File: config.mk
export PLATFORM = sky130hd
export DESIGN_NAME = seg_scan_display
export DESIGN_NICKNAME = d
export VERILOG_FILES = /design/src/rtl/seg_scan_display.sv
export SDC_FILE = /design/constraint.sdc
export NUM_CORES = 1
export LEC_CHECK = 0
export BUFFER_PORTS_ARGS = -buffer_cell sky130_fd_sc_hd__clkbuf_2
export CORE_ASPECT_RATIO = 0.6
export CORE_MARGIN = 10
export CORE_UTILIZATION = 58
export DETAILED_ROUTE_END_ITERATION = 8
export PLACE_DENSITY = 0.89
export SYNTH_ARGS = -nofsm -noshare
export SYNTH_HDL_FRONTEND = slang
export SYNTH_SLANG_ARGS = --single-unit
export TNS_END_PERCENT = 100
File: constraint.sdc
create_clock -name iCLK -period 3.31 [get_ports iCLK]
set_clock_uncertainty 0.1 [all_clocks]
set_input_delay 0.1655 -clock iCLK [delete_from_list [all_inputs] [get_ports iCLK]]
set_output_delay 0.1655 -clock iCLK [all_outputs]
set_load 0.01 [all_outputs]
File: src/rtl/seg_scan_display.sv
// Time-multiplexed 7-segment scanner for the calculator's 6-bit display codes.
// A load handshake double-buffers the digit word. The word is committed only at
// frame end, so a frame never shows a mix of old and new digits.
module seg_scan_display #(
  parameter int unsigned DIGITS         = 8,
  parameter int unsigned DIV_W          = 16,
  parameter int unsigned BRIGHT_W       = 3,
  parameter bit          SEG_ACTIVE_LOW = 1'b0,
  parameter bit          DIG_ACTIVE_LOW = 1'b1
) (
  input  logic                   iCLK,
  input  logic                   iRST_N,
  input  logic [6*DIGITS-1:0]    iDATA,
  input  logic                   iLOAD,
  output logic                   oREADY,
  input  logic                   iBLANK_LZ,
  input  logic [BRIGHT_W-1:0]    iBRIGHT,
  output logic [7:0]             oSEG,
  output logic [DIGITS-1:0]      oDIG,
  output logic                   oFRAME
);

  localparam int unsigned CODE_W = 6;
  localparam int unsigned DATA_W = CODE_W * DIGITS;
  localparam int unsigned IDX_W  = (DIGITS > 1) ? $clog2(DIGITS) : 1;

  localparam logic [DIV_W-1:0]  SLOT_MAX = '1;
  localparam logic [IDX_W-1:0]  LAST_DIG = IDX_W'(DIGITS - 1);
  localparam logic [7:0]        SEG_OFF  = SEG_ACTIVE_LOW ? 8'hFF : 8'h00;
  localparam logic [DIGITS-1:0] DIG_OFF  = DIG_ACTIVE_LOW ? '1 : '0;

  logic [DIV_W-1:0]    slot_cnt;
  logic [IDX_W-1:0]    dig_idx;
  logic                pending;
  logic [DATA_W-1:0]   shadow;
  logic [DATA_W-1:0]   active;
  logic [DIGITS-1:0]   blank_mask;

  logic                frame_end_c;
  logic                enable_c;
  logic [BRIGHT_W-1:0] slot_level_c;
  logic [CODE_W-1:0]   cur_code_c;
  logic [7:0]          seg_c;
  logic [DIGITS-1:0]   dig_c;

  // Glyph for a decimal digit, segments gfedcba.
  function automatic logic [6:0] digit_glyph(input logic [3:0] n);
    logic [6:0] g;
    case (n)
      4'd0:    g = 7'h3F;
      4'd1:    g = 7'h06;
      4'd2:    g = 7'h5B;
      4'd3:    g = 7'h4F;
      4'd4:    g = 7'h66;
      4'd5:    g = 7'h6D;
      4'd6:    g = 7'h7C;
      4'd7:    g = 7'h07;
      4'd8:    g = 7'h7F;
      4'd9:    g = 7'h6F;
      default: g = 7'h00;
    endcase
    return g;
  endfunction

  // Display code to {dp,g,f,e,d,c,b,a}. Unused codes stay dark.
  function automatic logic [7:0] decode(input logic [CODE_W-1:0] code);
    logic [7:0] seg;
    seg = 8'h00;
    if (code <= 6'd9) begin
      seg = {1'b0, digit_glyph(code[3:0])};
    end else if (code == 6'd10) begin
      seg = 8'h40;
    end else if (code >= 6'd16 && code <= 6'd25) begin
      seg = {1'b1, digit_glyph(4'(code - 6'd16))};
    end
    return seg;
  endfunction

  // Mask the run of plain zeros from the top digit down; digit 0 always shows.
  function automatic logic [DIGITS-1:0] lz_mask(input logic [DATA_W-1:0] codes,
                                                input logic              en);
    logic [DIGITS-1:0] m;
    logic              run;
    m   = '0;
    run = en;
    for (int i = int'(DIGITS) - 1; i >= 1; i--) begin
      if (run && codes[CODE_W*i +: CODE_W] == '0) begin
        m[i] = 1'b1;
      end else begin
        run = 1'b0;
      end
    end
    return m;
  endfunction

  // Scan position, frame boundary and PWM enable
  always_comb begin
    frame_end_c  = (slot_cnt == SLOT_MAX) && (dig_idx == LAST_DIG);
    slot_level_c = slot_cnt[DIV_W-1 -: BRIGHT_W];
    enable_c     = (slot_cnt != '0) && (slot_level_c <= iBRIGHT);
    cur_code_c   = active[CODE_W*dig_idx +: CODE_W];
    seg_c        = 8'h00;
    dig_c        = '0;
    if (enable_c) begin
      dig_c = DIGITS'(1) << dig_idx;
      if (!blank_mask[dig_idx]) begin
        seg_c = decode(cur_code_c);
      end
    end
  end

  // Slot and digit counters
  always_ff @(posedge iCLK or negedge iRST_N) begin
    if (!iRST_N) begin
      slot_cnt <= '0;
      dig_idx  <= '0;
    end else if (slot_cnt == SLOT_MAX) begin
      slot_cnt <= '0;
      dig_idx  <= (dig_idx == LAST_DIG) ? '0 : dig_idx + IDX_W'(1);
    end else begin
      slot_cnt <= slot_cnt + DIV_W'(1);
    end
  end

  // Load capture into the shadow buffer, commit to the active buffer at frame end
  always_ff @(posedge iCLK or negedge iRST_N) begin
    if (!iRST_N) begin
      pending    <= 1'b0;
      shadow     <= '1;
      active     <= '1;
      blank_mask <= '0;
    end else if (iLOAD && !pending) begin
      shadow  <= iDATA;
      pending <= 1'b1;
    end else if (frame_end_c && pending) begin
      active     <= shadow;
      blank_mask <= lz_mask(shadow, iBLANK_LZ);
      pending    <= 1'b0;
    end
  end

  assign oREADY = ~pending;

  // Registered pin drive, polarity applied last
  always_ff @(posedge iCLK or negedge iRST_N) begin
    if (!iRST_N) begin
      oSEG   <= SEG_OFF;
      oDIG   <= DIG_OFF;
      oFRAME <= 1'b0;
    end else begin
      oSEG   <= seg_c ^ SEG_OFF;
      oDIG   <= dig_c ^ DIG_OFF;
      oFRAME <= frame_end_c;
    end
  end

endmodule

# == Word-level counts from Yosys, hierarchy flattened ==
# Memories as Yosys holds them, arrays and structs flattened.
# Index checks and enable logic that the tools add are counted.
# classes
n_lt_le_gt_ge,5
muxes,37
reduce_logical,23
bitwise,3
eq_ne,3
shifts,2
n_addsub,3
multipliers,1
# ops
op,count
8-bit 2-to-1 mux,6
48-bit by 7-bit indexed part select with 6-bit output,1
6-bit logical NOT,7
1-bit 2-to-1 mux,28
"16-bit by 1-bit adder with 16-bit output, second input constant",1
"16-bit == test, second input constant",1
16-bit 2-to-1 mux,1
16-bit nonzero test,1
1-bit logical AND,12
8-bit inverter,1
"1-bit by 3-bit << shifter with 8-bit output, first input constant",1
"6-bit by 4-bit == test with 1-bit output, second input constant",1
"6-bit by 5-bit >= comparator with 1-bit output, second input constant",1
"6-bit by 4-bit <= comparator with 1-bit output, second input constant",1
"6-bit by 5-bit <= comparator with 1-bit output, second input constant",1
"2-bit by 3-bit multiplier with 5-bit output, first input constant",1
"3-bit by 4-bit less-than comparator with 1-bit output, second input constant",1
"4-bit by 1-bit subtractor with 4-bit output, second input constant",1
"3-bit by 1-bit adder with 3-bit output, second input constant",1
1-bit binary-select mux with 3-bit select,1
"3-bit == test, second input constant",1
3-bit <= comparator,1
3-bit 2-to-1 mux,1
1-bit inverter,2
3 further kinds,3
# word_totals
mem_count,2
inputBits,55
reg_bits,140
romBits,224
# mem_list
memory,words,width,read_ports,rd_ports_with_merged_regs,write_ports,line_no,text
(name not given),16,7,1,0,0,49,case (n)
(name not given),16,7,1,0,0,49,

# == Longest topological paths before layout ==
# logic_depth
depth_word,27
ltp_mapped,11
mapped_depth_nobuf,9

# == Worst setup path after synthesis ==
# Ideal clock, no wire load.
# synth_timing
kind,register -> register
start,reg dig_idx[0]
end,reg oSEG[6]
period_less_slack_ns,2.708
slack_ns,0.602
path_stages_with_launch,11
arrival_ns,2.477
path_buffers,2
t_required_ns,3.079
cell_sequence,dfrtp_1 buf_6 buf_8 mux4_2 mux2i_1 inv_1 ha_1 or2_2 a22o_1 a22oi_1 nor4_1
# synth_via
elab_chain_cells,9
word_cells_on_any_way,17
# synth_rtl
item,line_no,text
"start, declared",33,logic [IDX_W-1:0] dig_idx;
"start signal, assigned",119,dig_idx <= (dig_idx == LAST_DIG) ? '0 : dig_idx + IDX_W'(1);
2-bit by 3-bit multiplier with 5-bit output,101,cur_code_c = active[CODE_W*dig_idx +: CODE_W];
48-bit by 7-bit indexed part select with 6-bit output,101,
"4-bit by 1-bit subtractor with 4-bit output, or another cell as far along",74,"seg = {1'b1, digit_glyph(4'(code - 6'd16))};"
memory read 16 x 7 bit or 1-bit logical AND (tied branches),-,
8-bit 2-to-1 mux,73,end else if (code >= 6'd16 && code <= 6'd25) begin
8-bit 2-to-1 mux,71,end else if (code == 6'd10) begin
8-bit 2-to-1 mux,69,if (code <= 6'd9) begin
8-bit 2-to-1 mux *,106,if (!blank_mask[dig_idx]) begin
8-bit 2-to-1 mux *,104,if (enable_c) begin
net seg_c[6],43,logic [7:0] seg_c;
"end signal, assigned",151,oSEG <= seg_c ^ SEG_OFF;
"end, declared",18,"output logic [7:0] oSEG,"
# The timed path passes the listed nets; every way through them passes the cells marked *. The select of a mux whose other input is x is not followed.
# A chain may end at the register's enable or synchronous reset.

# == Final worst setup path ==
# Same ends and word-level chain as after synthesis.

==> run summary <==
The tools report the clock insertion delay at the later pin of the skew report as 420 ps. From bottom edge to top edge, the die measures 100.5 um. The worst setup path is launched from a flip-flop. Setup repair after global routing left no endpoint under its margin. Across the run, the number of max-cap violations was 0. The length of the first detailed-routing pass in iterations is 6, and the average wire per standard cell is 19.95 um. Yosys printed 0 warnings.

The region available for standard cell placement spans 10,560 sq um. In this run the biggest area consumer among cell types represents 43.66% of the synthesized area. At the pin with the least slew margin, the transition time is 819.8 ps.

After synthesis, flip-flops and latches occupy 58.06% of the total area. The largest area contributor in the netlist was sky130_fd_sc_hd__dfstp_2. Timing would allow up to 339.6 MHz. Counting every instance in the synthesized netlist gives 452. For this run, design rule violations remaining after detail routing come to 0. The biggest fanout along the worst timing path is 11.

STA classifies the critical path endpoint as a flip-flop. Count of final hold-check violations: 0. The post-layout net count is 653. The run gives 0 as the antenna diode instance count. The netlist uses 47 different library cells.

The run gives 4 as the maximum level of the CTS H-tree. Global routing used 19.25% of the available tracks across all layers. The root cell of the clock tree was sky130_fd_sc_hd__clkbuf_16. The weighted congestion reported at the end of routability-driven placement was 0.8679; the final setup violation count was 0. STA puts the critical path data required time at 3510 ps.

After clock tree synthesis, the setup repair step added 0 buffers. Buffers inserted during clock tree synthesis total 17. Counting along the longest clock path gives a buffer depth of 2.

For the post-synthesis instance area, the log shows 6259 sq um. The run gives 524 as the number of nets produced by synthesis. The clock period minus final worst setup slack was 2945 ps.

TritonCTS built the clock tree. Once the floorplan was initialized, standard cells occupied 59.27% of the core. The logs give 9497 um for the post-DP HPWL and 73 for the number of top-level pins.

The run gives 0 as the initial antenna violation count. Entering global routing, the biggest net connects 75 pins. The wire length after detailed routing was 14,630 um; the placed standard-cell area was 6777 sq um. The critical path is of the flip-flop to flip-flop type. The via count of the first global-routing pass is 4,473, and the number of synthesized flops with an enable pin is 0.

The die covers 15,480 sq um. Once detail routing completed, the nets flagged for antenna violations numbered 0. The synthesized area divided by synthesized cell count works out to 13.85 sq um. The run finished with clean final reports. The total power density per cell area is 511.5 nW/um^2, and the post-layout instance area is 7861 sq um. The share of flip-flops with an asynchronous set or reset after synthesis is 100.0%, and the clock slew at the register clock pins of the worst setup and hold paths is 60 ps.

The run gives 23,780 um as the wire length of the first global-routing pass. In the layout the commonest cells are sky130_fd_sc_hd__dfstp_2, sky130_fd_sc_hd__mux2_2, sky130_fd_sc_hd__clkbuf_2. In this run the static leakage power is 3.450 nW.

The DRC violation total after the first TritonRoute iteration came out at 273. The arrival time at the worst endpoint is 3150 ps, and the proportion of layout cells with a drive suffix above 1 is 54.55%. The synthesis-to-finish area growth works out to 25.61%. The tools report the number of vias after detailed routing as 4,110. Global routing finished with a remaining overflow of 0. For the total clock sinks, the log shows 140.

After synthesis the netlist holds a flip-flop and latch count of 140. The die outline width works out to 154.1 um. Commonest non-fill, non-tap cell in the layout: sky130_fd_sc_hd__dfstp_2. The count of input and output buffers came out at 72. In the synthesized netlist the dominant register cell turns out to be sky130_fd_sc_hd__dfstp_2.

The final period utilization was 88.96%. Headroom to the max-slew limit came out at 45.35%. The max-slew violation count is 0.

The path class of the tightest hold or removal check is primary input to flip-flop. The cell row count is 29, and the worst supply voltage drop on vdd is 437.2 uV. The average vias per placed instance was 5.607. In the post-synthesis netlist, the biggest area contributors are sky130_fd_sc_hd__dfstp_2, sky130_fd_sc_hd__mux2_2, sky130_fd_sc_hd__dfrtp_1, sky130_fd_sc_hd__mux4_2, sky130_fd_sc_hd__ha_1.

For the setup TNS, the log shows 0 ps.
==> stage by stage <==
stage	worst slack [ps]	std cells	total power [mW]	hold WS [ps]	utilization [%]
2_1_floorplan	602.3	452	2.006	-230.1	-
3_3_place_gp	477.7	651	2.107	205.2	64.18
3_5_place_dp	337.4	651	2.124	207.0	64.18
4_1_cts	197.9	733	4.024	47.39	74.44
5_1_grt	148.4	733	4.143	111.3	74.45
6_report	365.3	733	4.021	49.60	74.45
==> metal layers <==
layer	routed length [um]	up-vias	global-route usage (%)	part of all wire, %
met5	0	-	0	0
met4	180	0	7.375	1.2
met3	1042	17	5.968	7.1
met2	6953	130	31.00	48
met1	6451	2096	24.00	44
li1	-	1867	-	-
==> path summary, 6_finish.rpt <==
| check | from | end | slack [ps] | cells past startpoint |
|---|---|---|---|---|
| worst max-delay path | dig_idx[0] | oSEG[6] | 370 | 9 |
| worst min-delay path | iBLANK_LZ | blank_mask[7] | 50 | 4 |
| worst max register to register | dig_idx[0] | oSEG[6] | 370 | 9 |
| worst min register to register | blank_mask[7] | blank_mask[7] | 380 | 2 |
| max in group asynchronous | iRST_N | active[26] | 1920 | 3 |
| min in group asynchronous | iRST_N | oSEG[5] | 290 | 2 |
==> cell families after synthesis <==
group / share of synthesized area [%]
flops: 58.06
simple gates: 8.277
compound gates: 2.819
fa+ha+maj: 3.399
buf+inv: 2.619
mux: 23.01
xor+xnor: 1.819
==> power by group <==
part           leakage (nW)  internal, mW  switching [mW]  total (mW)
logic                  1.67         0.132          0.0908       0.223
registers              1.51          1.85          0.0721        1.93
clock network         0.276          1.10           0.773        1.87
total                  3.45          3.08           0.936        4.02
==> layout make-up <==
cell class	count	area, sq um
Sequential cell	140	3635
Fill cell	612	2698
Multi-Input combinational cell	277	2469
Timing Repair Buffer	129	940.9
Clock buffer	20	457.9
Tap cell	139	173.9
Clock inverter	12	125.1
Inverter	16	60.06
==> worst max-delay path, stage by stage (launching register included) <==
cell	delay (ps)
sky130_fd_sc_hd__dfrtp_2	530
sky130_fd_sc_hd__mux4_2	550
sky130_fd_sc_hd__mux2i_1	410
sky130_fd_sc_hd__inv_1	180
sky130_fd_sc_hd__ha_1	220
sky130_fd_sc_hd__or2_2	310
sky130_fd_sc_hd__nor2_1	100
sky130_fd_sc_hd__a22o_1	120
sky130_fd_sc_hd__a22oi_1	80
sky130_fd_sc_hd__nor4_1	220
==> flip-flops by register name (all words and copies together), names as in the netlist <==
register,count
active,48
shadow,48
slot_cnt,16
oDIG,8
oSEG,8
blank_mask,7
dig_idx,3
oFRAME,1
pending,1
==> Yosys cell counts, drive strengths merged, types with 3 or more instances <==
master,count
or2,3
nor2,24
nor4,11
and2,3
dfstp,104
mux2,97
a21oi,11
dfrtp,36
nand3,13
mux2i,8
nor3,6
xnor2,8
or4,3
inv,16
ha,17
clkbuf,5
nand4,6
xor2,5
nor2b,3
nand2,23
mux4,11
o21ai,10
buf,14
==> timing repair <==
item                       in CTS  in global routing
hold buffers                   50                  0
resized for setup               0                  1
hold endpoints to repair       80                  0
setup endpoints to repair       0                  1
(Power assumes the default switching activity.)
